### config.mk
export PLATFORM = sky130hd
export DESIGN_NAME = cache_txn_logger_flat
export DESIGN_NICKNAME = d
export VERILOG_FILES = /design/src/rtl/cache_txn_logger_pkg.sv /design/src/rtl/cache_txn_logger_if.sv /design/src/rtl/cache_txn_fifo.sv /design/src/rtl/cache_txn_logger.sv /design/src/flat_wrapper.sv
export SDC_FILE = /design/constraint.sdc
export NUM_CORES = 1
export LEC_CHECK = 0
export CORE_UTILIZATION = 45
export CTS_CLUSTER_DIAMETER = 200
export DETAILED_ROUTE_END_ITERATION = 8
export GPL_ROUTABILITY_DRIVEN = 0
export GPL_TIMING_DRIVEN = 0
export PLACE_DENSITY_LB_ADDON = 0.15
export SYNTH_ARGS = -nofsm -noshare
export SYNTH_HDL_FRONTEND = slang
export SYNTH_SLANG_ARGS = --single-unit
### constraint.sdc
create_clock -name clk -period 5.7 [get_ports clk]
set_input_delay 0.57 -clock clk [delete_from_list [all_inputs] [get_ports clk]]
set_output_delay 0.57 -clock clk [all_outputs]
set_load 0.02 [all_outputs]
### src/rtl/cache_txn_logger_pkg.sv
// ---------------------------------------------------------------------------
// cache_txn_logger_pkg : shared cache event encodings and the logger entry type
// Rev 1.0 | optional stamp field under CACHE_TXN_TIMESTAMP_EN
// ---------------------------------------------------------------------------
`default_nettype none

package cache_txn_logger_pkg;

  typedef enum logic [2:0] {
    BUS_NONE       = 3'd0,
    BUS_READ       = 3'd1,
    BUS_WRITE      = 3'd2,
    BUS_INVALIDATE = 3'd3,
    BUS_RWIM       = 3'd4
  } bus_op_t;

  typedef enum logic [1:0] {
    SNOOP_NOHIT = 2'd0,
    SNOOP_HIT   = 2'd1,
    SNOOP_HITM  = 2'd2
  } snoop_t;

  typedef enum logic [2:0] {
    MSG_NONE           = 3'd0,
    MSG_GETLINE        = 3'd1,
    MSG_SENDLINE       = 3'd2,
    MSG_INVALIDATELINE = 3'd3,
    MSG_EVICTLINE      = 3'd4
  } l2tol1_msg_t;

  localparam logic [2:0] CODE_MIN  = 3'd1;
  localparam logic [2:0] CODE_MAX  = 3'd4;
  localparam int         NUM_CODES = 4;

  typedef struct packed {
    logic        kind;
    logic [2:0]  code;
    logic [31:0] addr;
    logic [1:0]  snoop;
`ifdef CACHE_TXN_TIMESTAMP_EN
    logic [31:0] ts;
`endif
  } txn_entry_t;

  function automatic logic code_legal(input logic [2:0] code);
    return (code >= CODE_MIN) && (code <= CODE_MAX);
  endfunction

endpackage

`default_nettype wire

### src/rtl/cache_txn_logger_if.sv
// ---------------------------------------------------------------------------
// cache_txn_logger_if : event inputs, print-port handshake and statistics
// Rev 1.0 | out_ts present only under CACHE_TXN_TIMESTAMP_EN
// ---------------------------------------------------------------------------
`default_nettype none

interface cache_txn_logger_if #(
  parameter int DEPTH = 8,
  parameter int CNT_W = 16
);
  logic                         bus_vld;
  logic [2:0]                   bus_op;
  logic [31:0]                  bus_addr;
  logic [1:0]                   bus_snoop;
  logic                         msg_vld;
  logic [2:0]                   msg_code;
  logic [31:0]                  msg_addr;
  logic                         out_valid;
  logic                         out_ready;
  logic                         out_kind;
  logic [2:0]                   out_code;
  logic [31:0]                  out_addr;
  logic [1:0]                   out_snoop;
  logic [$clog2(DEPTH+1)-1:0]   fifo_count;
  logic [4*CNT_W-1:0]           bus_cnt;
  logic [4*CNT_W-1:0]           msg_cnt;
  logic [CNT_W-1:0]             drop_cnt;
`ifdef CACHE_TXN_TIMESTAMP_EN
  logic [31:0]                  out_ts;
`endif

  modport master (
    output bus_vld, bus_op, bus_addr, bus_snoop,
    output msg_vld, msg_code, msg_addr, out_ready,
    input  out_valid, out_kind, out_code, out_addr, out_snoop,
`ifdef CACHE_TXN_TIMESTAMP_EN
    input  out_ts,
`endif
    input  fifo_count, bus_cnt, msg_cnt, drop_cnt
  );

  modport slave (
    input  bus_vld, bus_op, bus_addr, bus_snoop,
    input  msg_vld, msg_code, msg_addr, out_ready,
    output out_valid, out_kind, out_code, out_addr, out_snoop,
`ifdef CACHE_TXN_TIMESTAMP_EN
    output out_ts,
`endif
    output fifo_count, bus_cnt, msg_cnt, drop_cnt
  );

endinterface

`default_nettype wire

### src/rtl/cache_txn_fifo.sv
// ---------------------------------------------------------------------------
// cache_txn_fifo : dual-push, single-pop FIFO of txn_entry_t with registered head
// Rev 1.0
// ---------------------------------------------------------------------------
`default_nettype none

module cache_txn_fifo
  import cache_txn_logger_pkg::*;
#(
  parameter int DEPTH = 8
) (
  input  wire logic                       clk,
  input  wire logic                       rstb_comb,
  input  wire logic                       push_a_i,
  input  txn_entry_t                      data_a_i,
  input  wire logic                       push_b_i,
  input  txn_entry_t                      data_b_i,
  input  wire logic                       pop_i,
  output logic                            valid_o,
  output txn_entry_t                      head_o,
  output logic [$clog2(DEPTH+1)-1:0]      count_o
);

  localparam int PW = $clog2(DEPTH);
  localparam int CW = $clog2(DEPTH+1);

  localparam logic [0:0] ST_EMPTY  = 1'b0;
  localparam logic [0:0] ST_ACTIVE = 1'b1;

  txn_entry_t      mem_q [DEPTH];
  txn_entry_t      mem_d [DEPTH];
  txn_entry_t      head_q, head_d;
  logic [PW-1:0]   rd_q, rd_d, wr_q, wr_d;
  logic [CW-1:0]   count_q, count_d;
  logic [0:0]      state_q, state_d;
  logic            w_pop;

  // push_b is only ever used together with push_a, so slot b follows slot a.
  always_comb begin
    w_pop = pop_i & (state_q == ST_ACTIVE);
    mem_d = mem_q;
    if (push_a_i) mem_d[wr_q] = data_a_i;
    if (push_b_i) mem_d[wr_q + PW'(1)] = data_b_i;
    wr_d    = wr_q + PW'(push_a_i) + PW'(push_b_i);
    rd_d    = rd_q + PW'(w_pop);
    count_d = count_q + CW'(push_a_i) + CW'(push_b_i) - CW'(w_pop);
    // Head is pre-computed so the print port is driven straight from flops.
    head_d  = mem_d[rd_d];
    state_d = state_q;
    case (state_q)
      ST_EMPTY:  if (push_a_i) state_d = ST_ACTIVE;
      ST_ACTIVE: if (count_d == '0) state_d = ST_EMPTY;
      default:   state_d = ST_EMPTY;
    endcase
  end

  always_ff @(posedge clk or negedge rstb_comb) begin
    if (!rstb_comb) begin
      for (int i = 0; i < DEPTH; i++) mem_q[i] <= '0;
      head_q  <= '0;
      rd_q    <= '0;
      wr_q    <= '0;
      count_q <= '0;
      state_q <= ST_EMPTY;
    end else begin
      for (int i = 0; i < DEPTH; i++) mem_q[i] <= mem_d[i];
      head_q  <= head_d;
      rd_q    <= rd_d;
      wr_q    <= wr_d;
      count_q <= count_d;
      state_q <= state_d;
    end
  end

  assign valid_o = (state_q == ST_ACTIVE);
  assign head_o  = head_q;
  assign count_o = count_q;

endmodule

`default_nettype wire

### src/rtl/cache_txn_logger.sv
// ---------------------------------------------------------------------------
// cache_txn_logger : merges L2 bus ops and L2-to-L1 messages into one log FIFO
// Rev 1.0 | CACHE_TXN_TIMESTAMP_EN adds a per-entry cycle stamp and out_ts
// ---------------------------------------------------------------------------
`default_nettype none

module cache_txn_logger
  import cache_txn_logger_pkg::*;
#(
  parameter int DEPTH = 8,
  parameter int CNT_W = 16
) (
  input  wire logic          clk,
  input  wire logic          rstb_comb,
  cache_txn_logger_if.slave  log_if
);

  localparam int             CW      = $clog2(DEPTH+1);
  localparam logic [CW:0]    DEPTH_W = (CW+1)'(DEPTH);

  logic                w_valid, w_pop;
  logic [CW-1:0]       w_count;
  logic [CW:0]         w_free;
  logic                w_bus_legal, w_msg_legal, w_bus_wr, w_msg_wr;
  logic                w_push_a, w_push_b;
  logic [1:0]          w_drops;
  logic [CNT_W:0]      w_drop_sum;
  txn_entry_t          w_bus_e, w_msg_e, w_data_a, w_head;
  logic [CNT_W-1:0]    bus_cnt_q [NUM_CODES];
  logic [CNT_W-1:0]    msg_cnt_q [NUM_CODES];
  logic [CNT_W-1:0]    drop_q;
  logic [4*CNT_W-1:0]  w_bus_flat, w_msg_flat;
`ifdef CACHE_TXN_TIMESTAMP_EN
  logic [31:0]         ts_q;
`endif

  // A same-cycle pop frees its slot, and the bus event always claims space first.
  always_comb begin
    w_pop       = w_valid & log_if.out_ready;
    w_free      = DEPTH_W - {1'b0, w_count} + {{CW{1'b0}}, w_pop};
    w_bus_legal = code_legal(log_if.bus_op) && (log_if.bus_snoop <= SNOOP_HITM);
    w_msg_legal = code_legal(log_if.msg_code);
    w_bus_wr    = log_if.bus_vld & w_bus_legal & (w_free != '0);
    w_msg_wr    = log_if.msg_vld & w_msg_legal &
                  (w_free > (w_bus_wr ? (CW+1)'(1) : (CW+1)'(0)));
    w_drops     = 2'(log_if.bus_vld & ~w_bus_wr) + 2'(log_if.msg_vld & ~w_msg_wr);
    w_drop_sum  = {1'b0, drop_q} + (CNT_W+1)'(w_drops);

    w_bus_e       = '0;
    w_bus_e.kind  = 1'b0;
    w_bus_e.code  = log_if.bus_op;
    w_bus_e.addr  = log_if.bus_addr;
    w_bus_e.snoop = log_if.bus_snoop;
    w_msg_e       = '0;
    w_msg_e.kind  = 1'b1;
    w_msg_e.code  = log_if.msg_code;
    w_msg_e.addr  = log_if.msg_addr;
`ifdef CACHE_TXN_TIMESTAMP_EN
    w_bus_e.ts    = ts_q;
    w_msg_e.ts    = ts_q;
`endif
    w_push_a = w_bus_wr | w_msg_wr;
    w_push_b = w_bus_wr & w_msg_wr;
    w_data_a = w_bus_wr ? w_bus_e : w_msg_e;
  end

  cache_txn_fifo #(.DEPTH(DEPTH)) u_fifo (
    .clk       (clk),
    .rstb_comb (rstb_comb),
    .push_a_i  (w_push_a),
    .data_a_i  (w_data_a),
    .push_b_i  (w_push_b),
    .data_b_i  (w_msg_e),
    .pop_i     (w_pop),
    .valid_o   (w_valid),
    .head_o    (w_head),
    .count_o   (w_count)
  );

  always_ff @(posedge clk or negedge rstb_comb) begin
    if (!rstb_comb) begin
      for (int k = 0; k < NUM_CODES; k++) begin
        bus_cnt_q[k] <= '0;
        msg_cnt_q[k] <= '0;
      end
      drop_q <= '0;
    end else begin
      for (int k = 0; k < NUM_CODES; k++) begin
        if (w_bus_wr && (log_if.bus_op == 3'(k+1)) && (bus_cnt_q[k] != '1))
          bus_cnt_q[k] <= bus_cnt_q[k] + 1'b1;
        if (w_msg_wr && (log_if.msg_code == 3'(k+1)) && (msg_cnt_q[k] != '1))
          msg_cnt_q[k] <= msg_cnt_q[k] + 1'b1;
      end
      drop_q <= w_drop_sum[CNT_W] ? '1 : w_drop_sum[CNT_W-1:0];
    end
  end

`ifdef CACHE_TXN_TIMESTAMP_EN
  always_ff @(posedge clk or negedge rstb_comb) begin
    if (!rstb_comb) ts_q <= '0;
    else            ts_q <= ts_q + 32'd1;
  end
  assign log_if.out_ts = w_head.ts;
`endif

  always_comb begin
    w_bus_flat = '0;
    w_msg_flat = '0;
    for (int k = 0; k < NUM_CODES; k++) begin
      w_bus_flat[k*CNT_W +: CNT_W] = bus_cnt_q[k];
      w_msg_flat[k*CNT_W +: CNT_W] = msg_cnt_q[k];
    end
  end

  assign log_if.out_valid  = w_valid;
  assign log_if.out_kind   = w_head.kind;
  assign log_if.out_code   = w_head.code;
  assign log_if.out_addr   = w_head.addr;
  assign log_if.out_snoop  = w_head.snoop;
  assign log_if.fifo_count = w_count;
  assign log_if.bus_cnt    = w_bus_flat;
  assign log_if.msg_cnt    = w_msg_flat;
  assign log_if.drop_cnt   = drop_q;

endmodule

`default_nettype wire

### src/flat_wrapper.sv
// flat-port wrapper written by rule: the top's interface ports become plain ports
module cache_txn_logger_flat import cache_txn_logger_pkg::*;
#(
  parameter int DEPTH = 8,
  parameter int CNT_W = 16
)
  (clk, rstb_comb, log_if_bus_vld, log_if_bus_op, log_if_bus_addr, log_if_bus_snoop, log_if_msg_vld, log_if_msg_code, log_if_msg_addr, log_if_out_ready, log_if_out_valid, log_if_out_kind, log_if_out_code, log_if_out_addr, log_if_out_snoop, log_if_fifo_count, log_if_bus_cnt, log_if_msg_cnt, log_if_drop_cnt);
  cache_txn_logger_if #(.DEPTH(DEPTH), .CNT_W(CNT_W)) log_if_i ();
  input  wire logic clk;
  input  wire logic rstb_comb;
  input wire logic [$bits(log_if_i.bus_vld)-1:0] log_if_bus_vld;
  input wire logic [$bits(log_if_i.bus_op)-1:0] log_if_bus_op;
  input wire logic [$bits(log_if_i.bus_addr)-1:0] log_if_bus_addr;
  input wire logic [$bits(log_if_i.bus_snoop)-1:0] log_if_bus_snoop;
  input wire logic [$bits(log_if_i.msg_vld)-1:0] log_if_msg_vld;
  input wire logic [$bits(log_if_i.msg_code)-1:0] log_if_msg_code;
  input wire logic [$bits(log_if_i.msg_addr)-1:0] log_if_msg_addr;
  input wire logic [$bits(log_if_i.out_ready)-1:0] log_if_out_ready;
  output wire logic [$bits(log_if_i.out_valid)-1:0] log_if_out_valid;
  output wire logic [$bits(log_if_i.out_kind)-1:0] log_if_out_kind;
  output wire logic [$bits(log_if_i.out_code)-1:0] log_if_out_code;
  output wire logic [$bits(log_if_i.out_addr)-1:0] log_if_out_addr;
  output wire logic [$bits(log_if_i.out_snoop)-1:0] log_if_out_snoop;
  output wire logic [$bits(log_if_i.fifo_count)-1:0] log_if_fifo_count;
  output wire logic [$bits(log_if_i.bus_cnt)-1:0] log_if_bus_cnt;
  output wire logic [$bits(log_if_i.msg_cnt)-1:0] log_if_msg_cnt;
  output wire logic [$bits(log_if_i.drop_cnt)-1:0] log_if_drop_cnt;
  assign log_if_i.bus_vld = log_if_bus_vld;
  assign log_if_i.bus_op = log_if_bus_op;
  assign log_if_i.bus_addr = log_if_bus_addr;
  assign log_if_i.bus_snoop = log_if_bus_snoop;
  assign log_if_i.msg_vld = log_if_msg_vld;
  assign log_if_i.msg_code = log_if_msg_code;
  assign log_if_i.msg_addr = log_if_msg_addr;
  assign log_if_i.out_ready = log_if_out_ready;
  assign log_if_out_valid = log_if_i.out_valid;
  assign log_if_out_kind = log_if_i.out_kind;
  assign log_if_out_code = log_if_i.out_code;
  assign log_if_out_addr = log_if_i.out_addr;
  assign log_if_out_snoop = log_if_i.out_snoop;
  assign log_if_fifo_count = log_if_i.fifo_count;
  assign log_if_bus_cnt = log_if_i.bus_cnt;
  assign log_if_msg_cnt = log_if_i.msg_cnt;
  assign log_if_drop_cnt = log_if_i.drop_cnt;
  cache_txn_logger #(.DEPTH(DEPTH), .CNT_W(CNT_W)) u_core (.clk(clk), .rstb_comb(rstb_comb), .log_if(log_if_i));
endmodule
# == After elaboration in Yosys (flattened, before gate mapping) ==
# Index checks and enable logic that the tools add are counted.
# classes
n_lt_le_gt_ge,11
eq_ne,16
n_shift,0
n_mul,0
mux,17
reduce_logical,23
n_div,0
bitwise_logic,16
n_addsub,19
# ops
operator,count
bitwise mux 304 bit,2
2-to-1 mux 304 bit,2
demux 38 bit (select 3 bit),2
2-to-1 mux 38 bit,5
adder 16 x 1 -> 16 bit (second input constant),8
!= test 16 bit (second input constant),8
binary-select mux 38 bit (select 3 bit),1
logical AND 1 bit,21
adder 16 x 2 -> 17 bit,1
2-to-1 mux 16 bit,1
== test 3 x 2 -> 1 bit (second input constant),4
>= comparator 4 bit (second input constant),3
NOT 3 -> 4 bit,3
adder 3 x 1 -> 3 bit,3
adder 4 x 1 -> 4 bit,2
less-than comparator 4 x 1 -> 1 bit (second input constant),2
AND 1 bit,7
== test 3 x 1 -> 1 bit (second input constant),2
== test 3 bit (second input constant),2
>= comparator 3 x 1 -> 1 bit (second input constant),2
less-or-equal comparator 3 bit (second input constant),2
adder 5 x 1 -> 5 bit,1
> comparator 5 bit,1
nonzero test 5 bit,1
12 further kinds,16
# totals
output_inout_bits,187
mem_bits_ro,0
in_bits,77
memories,0
latchBits,0
word_cells,151
ram_bits,0
reg_bits,497

# == Depth between registers and ports, before layout ==
# depth
word_depth,15
depth_mapped,26
mapped_depth_nobuf,22

# == Modules after synthesis ==
# A second synthesis with hierarchy kept.
# hier_totals
hier_cells,2679
area_unflattened_um2,26908.3
# by_module_without_submodules
mod,cells_per_inst,instances,area_each_um2,seq_area_each_um2
cache_txn_fifo,1953,1,19259.7,8833.5
cache_txn_logger,726,1,7648.6,3603.5

# == Least setup slack after synthesis ==
# No wires, ideal clock.
# synth_path
path_kind,input to register
from,input port log_if_out_ready
to,register u_core.drop_q[10] (netlist: u_core.log_if.drop_cnt[10])
stages,26
setup_time_ns,0.068
n_path_buf,6
path_slack_ns,0.060
required_time_ns,5.632
arrival_ns,5.572
path_cell_list,nand2_1 -> ha_1 -> inv_1 -> ha_1 -> nor4b_2 -> nand3_1 -> o211ai_2 -> inv_2 -> clkbuf_1 -> buf_1 -> ha_1 -> o21ai_0 -> o211ai_4 -> buf_2 -> buf_2 -> buf_1 -> and2_1 -> ha_1 -> ha_1 -> inv_1 -> fa_1 -> nor2_1 -> and3_1 -> nand4_1 -> clkbuf_1 -> nand2_1
# synth_between
elab_chain_len,12
elab_cells_between_ends,14
cone_classes,add/sub: 3; order compare: 1; mux: 2; bitwise: 7; reduce/logical: 1
# synth_rtl
item,line_no,rtl
"start, declared",flat_wrapper.sv:18,input wire logic [$bits(log_if_i.out_ready)-1:0] log_if_out_ready;
AND 1 bit *,cache_txn_logger.sv:39,w_pop = w_valid & log_if.out_ready;
adder 5 x 1 -> 5 bit *,cache_txn_logger.sv:40,"w_free = DEPTH_W - {1'b0, w_count} + {{CW{1'b0}}, w_pop};"
nonzero test 5 bit,cache_txn_logger.sv:43,w_bus_wr = log_if.bus_vld & w_bus_legal & (w_free != '0);
AND 1 bit,cache_txn_logger.sv:43,
2-to-1 mux 1 bit,cache_txn_logger.sv:45,(w_free > (w_bus_wr ? (CW+1)'(1) : (CW+1)'(0)));
> comparator 5 bit,cache_txn_logger.sv:45,
AND 1 bit,cache_txn_logger.sv:44,w_msg_wr = log_if.msg_vld & w_msg_legal &
NOT 1 -> 2 bit,cache_txn_logger.sv:46,w_drops = 2'(log_if.bus_vld & ~w_bus_wr) + 2'(log_if.msg_vld & ~w_msg_wr);
AND 1 x 2 -> 2 bit,cache_txn_logger.sv:46,
adder 2 bit *,cache_txn_logger.sv:46,
adder 16 x 2 -> 17 bit *,cache_txn_logger.sv:47,"w_drop_sum = {1'b0, drop_q} + (CNT_W+1)'(w_drops);"
2-to-1 mux 16 bit *,cache_txn_logger.sv:94,drop_q <= w_drop_sum[CNT_W] ? '1 : w_drop_sum[CNT_W-1:0];
"end signal, assigned",cache_txn_logger.sv:94,
"end, declared",cache_txn_logger.sv:31,logic [CNT_W-1:0] drop_q;
# Mark *: on every way between the ends. The rest lies on a longest branch, timed or not.
# A chain may end at the register's enable or synchronous reset.

==> results.py <==
metrics = {
    "global_route": {
        "grt_first_pass_wirelength_um": 144000,
        "grt_pass1_vias": 23500,
        "grt_usage_pct": 33.6,
        "grt_overflow_total": 0,
        "antenna_found_initial": 7,
        "grt_max_degree": 124,
    },
    "critical_path": {
        "critPathKind": "reg -> reg",
        "cp.arrival_ns": 6.11,
        "cp-end-kind": "register",
        "startpoint_type": "register",
        "crit_buf_inv": 9,
        "path_cells": "nand2_1 > ha_1 > inv_1 > ha_1 > nor3b_2 > nand2_2 > o211ai_4 > inv_4 > buf_4 > buf_6 > ha_1 > o211ai_1 > o211ai_4 > buf_4 > buf_4 > inv_2 > buf_2 > o21ai_0 > nand2_1 > clkbuf_1 > o22ai_1 > a21oi_1",
        "critPathTopFamily": "buffers and inverters",
        "crit_fanout": 11,
        "regToRegSetupSlack_ns": 0.14,
        "crit_required_ns": 6.24,
        "max_stage_delay_ns": 0.79,
        "crit_slowest_cell": "clkbuf_1",
    },
    "floorplan": {
        "die_x_um": 239,
        "core-area_mm2": 0.0554,
        "die_y_um": 239,
        "start_util_pct": 45.8,
        "rows": 86,
        "die_area_mm2": 0.0573,
        "ios": 264,
    },
    "clocking": {
        "insertion_delay_ns": 0.63,
        "cts_max_level": 2,
        "clk_pin_slew_worst_paths_ns": 0.06,
        "clock_path_buffers": 3,
        "clockRootBuffer": "clkbuf_16",
        "cts_tree": "built",
        "cts_sinks": 497,
        "cts_hold_buffers": 0,
        "cts_made_buffers": 56,
    },
    "sta": {
        "tightest_slew_ns": 1.24,
        "setup_ws_ns": 0.135,
        "finalCriticalPeriod_ns": 5.56,
        "relSlewSlack_pct": 17.2,
        "skew_ns": 0.0267,
        "fmax_ghz": 0.180,
        "tns_ns": 0,
        "whs_ns": -0.0276,
        "drv_slew": 0,
        "min_period_over_period_pct": 97.6,
        "rsz0062_at_grt": "false",
        "setup-violations-final": 0,
        "finalHoldViolations": 6,
    },
    "logic_synthesis": {
        "syn_inst": 2598,
        "synth_area_leaders": "dfrtp_1 49%, nor2_1 5.3%, o22ai_1 3.6%, o221a_2 2.8%, xnor2_1 2.8%",
        "synth_top_area_cell": "dfrtp_1",
        "yosysSeqAreaShare_pct": 49.0,
        "ys_async_sr_fraction_pct": 100,
        "yosysMostFrequentCell": "dfrtp_1",
        "syn-cell-area_mm2": 0.0254,
        "yosysTopAreaCellShare_pct": 49.0,
        "yosys_warnings": 0,
        "synth.avg_cell_area_um2": 9.76,
        "synth_nets": 2702,
        "synth_ff_type": "dfrtp_1",
        "synth_cell_type_count": 84,
        "synthTopCellsByCount": "497 x dfrtp_1, 361 x nor2_1, 178 x clkbuf_1",
        "ys_ff_latch": 497,
        "synth_edf_count": 0,
    },
    "place": {
        "port_buffers": 202,
        "post_dp_cell_area_mm2": 0.0284,
        "placedCellCount": 3552,
        "place_ws_ns": -2.45,
        "dp_hpwl_um": 66600,
    },
    "pwr": {
        "p_clk_share_pct": 21.3,
        "ir_worst_vdd_uv": 278,
        "power_density_mw_per_mm2": 552,
        "p_int_mw": 9.98,
        "sw_frac_of_total_pct": 40.6,
        "total_power_mw": 16.8,
        "pwr-share-comb_pct": 45.7,
        "power.switching_mw": 6.83,
        "p_leak_nw": 12.4,
        "seq_power_share_pct": 33.1,
    },
    "layout": {
        "final_core_util_pct": 54.9,
        "num-nets-final": 2972,
        "fin_area_mm2": 0.0304,
        "drive_gt1_share_pct": 9.76,
        "fill_cells": 4981,
        "area_growth_pct": 20.0,
        "seqCellArea_mm2": 0.0124,
        "multi_input_area_mm2": 0.0118,
        "instances_no_fill": 3658,
    },
    "routing": {
        "first_iter_violations": 2735,
        "dr_total_vias": 23700,
        "drt-total-wl_um": 96400,
        "wl_per_cell_um": 26.3,
        "drc": 2,
        "via_per_inst": 6.49,
        "dr.pass1.iters": 8,
        "drtAntennaViolNets": 0,
    },
    "outcome": {
        "violations": "DRC, hold timing",
        "status": "complete, but fails checks",
    },
    "run": {
        "drv_cap": 0,
    },
    "min_path": {
        "hold_class": "in -> async",
    },
}
-- final cells by class --
class                      count  area share, %
antenna                        1        0.00822
buffer                       231           3.18
clock buffer                  87           5.46
clock inverter                12          0.411
inverter                      88           1.09
multi-input combinational   1780           38.7
sequential                   497           40.9
tap                          748           3.08
timing repair buffer         214           7.22
-- logic make-up after synthesis --
kind of cell,count (synthesis),synth area share (%)
fa+ha+maj,27,1.45
compound gates,696,21.9
buf+inv,321,4.98
flops,497,49.0
xor+xnor,134,4.63
simple gates,911,17.5
mux,12,0.538
-- power by group through the flow --
stage / sequential, mW / clock (mW) / combinational, mW
after floorplan: 5.72 / 0 / 4.45
after CTS: 5.54 / 3.63 / 7.36
final: 5.56 / 3.57 / 7.68
after detailed placement: 5.58 / 0 / 7.26
after global routing: 5.68 / 3.76 / 8.09
after global placement: 5.58 / 0 / 7.11
-- timing repair --
action | CTS | global route
setup endpoints to repair | 193 | 116
gates resized for setup | 27 | 37
pin swaps | 7 | 7
buffers inserted | 7 | 1
-- routing by layer --
| layer | part of all wire [%] | routed length (µm) | global-route usage (%) | vias to the layer above |
|---|---|---|---|---|
| li1 | - | - | - | 10100 |
| met1 | 38 | 36800 | 43.2 | 11600 |
| met2 | 44 | 42600 | 50.9 | 1618 |
| met3 | 12 | 11900 | 10.7 | 369 |
| met4 | 5.3 | 5060 | 16.8 | 8 |
| met5 | 0.070 | 67 | 0.260 | - |
-- state kept, by name (all words and copies together), names as in the netlist --
signal / flops
u_core.log_if.bus_cnt: 64
u_core.log_if.drop_cnt: 16
u_core.log_if.msg_cnt: 64
u_core.u_fifo.count_o: 4
u_core.u_fifo.head_o: 38
u_core.u_fifo.mem_q: 304
u_core.u_fifo.rd_q: 3
u_core.u_fifo.valid_o: 1
u_core.u_fifo.wr_q: 3
-- path summary, 6_finish.rpt --
check,endpoint,from,cells past startpoint
max,u_core.u_fifo.mem_q[74],u_core.u_fifo.valid_o,22
min,u_core.u_fifo.head_o[2],rstb_comb,1
max reg2reg,u_core.u_fifo.mem_q[74],u_core.u_fifo.valid_o,22
min reg2reg,u_core.u_fifo.mem_q[227],u_core.u_fifo.mem_q[227],2
max in group asynchronous,u_core.u_fifo.mem_q[66],rstb_comb,4
min in group clk,u_core.u_fifo.mem_q[14],log_if_bus_addr[12],3
-- layout by cell type, fill, tap and decap left out, drive strengths merged, types with 42 or more instances in the layout --
cell type      instances
buf                   69
nand3                 61
nor4                  53
clkdlybuf4s50        201
a21oi                 81
o32a                  51
inv                   88
nand2                122
o21a                  42
xnor2                 81
nor3                  85
clkbuf               262
xor2                  53
nor2                 362
dfrtp                497
o22ai                146
o221a                 64
or3                   86
Note: power is estimated with default switching activity, not from simulation.
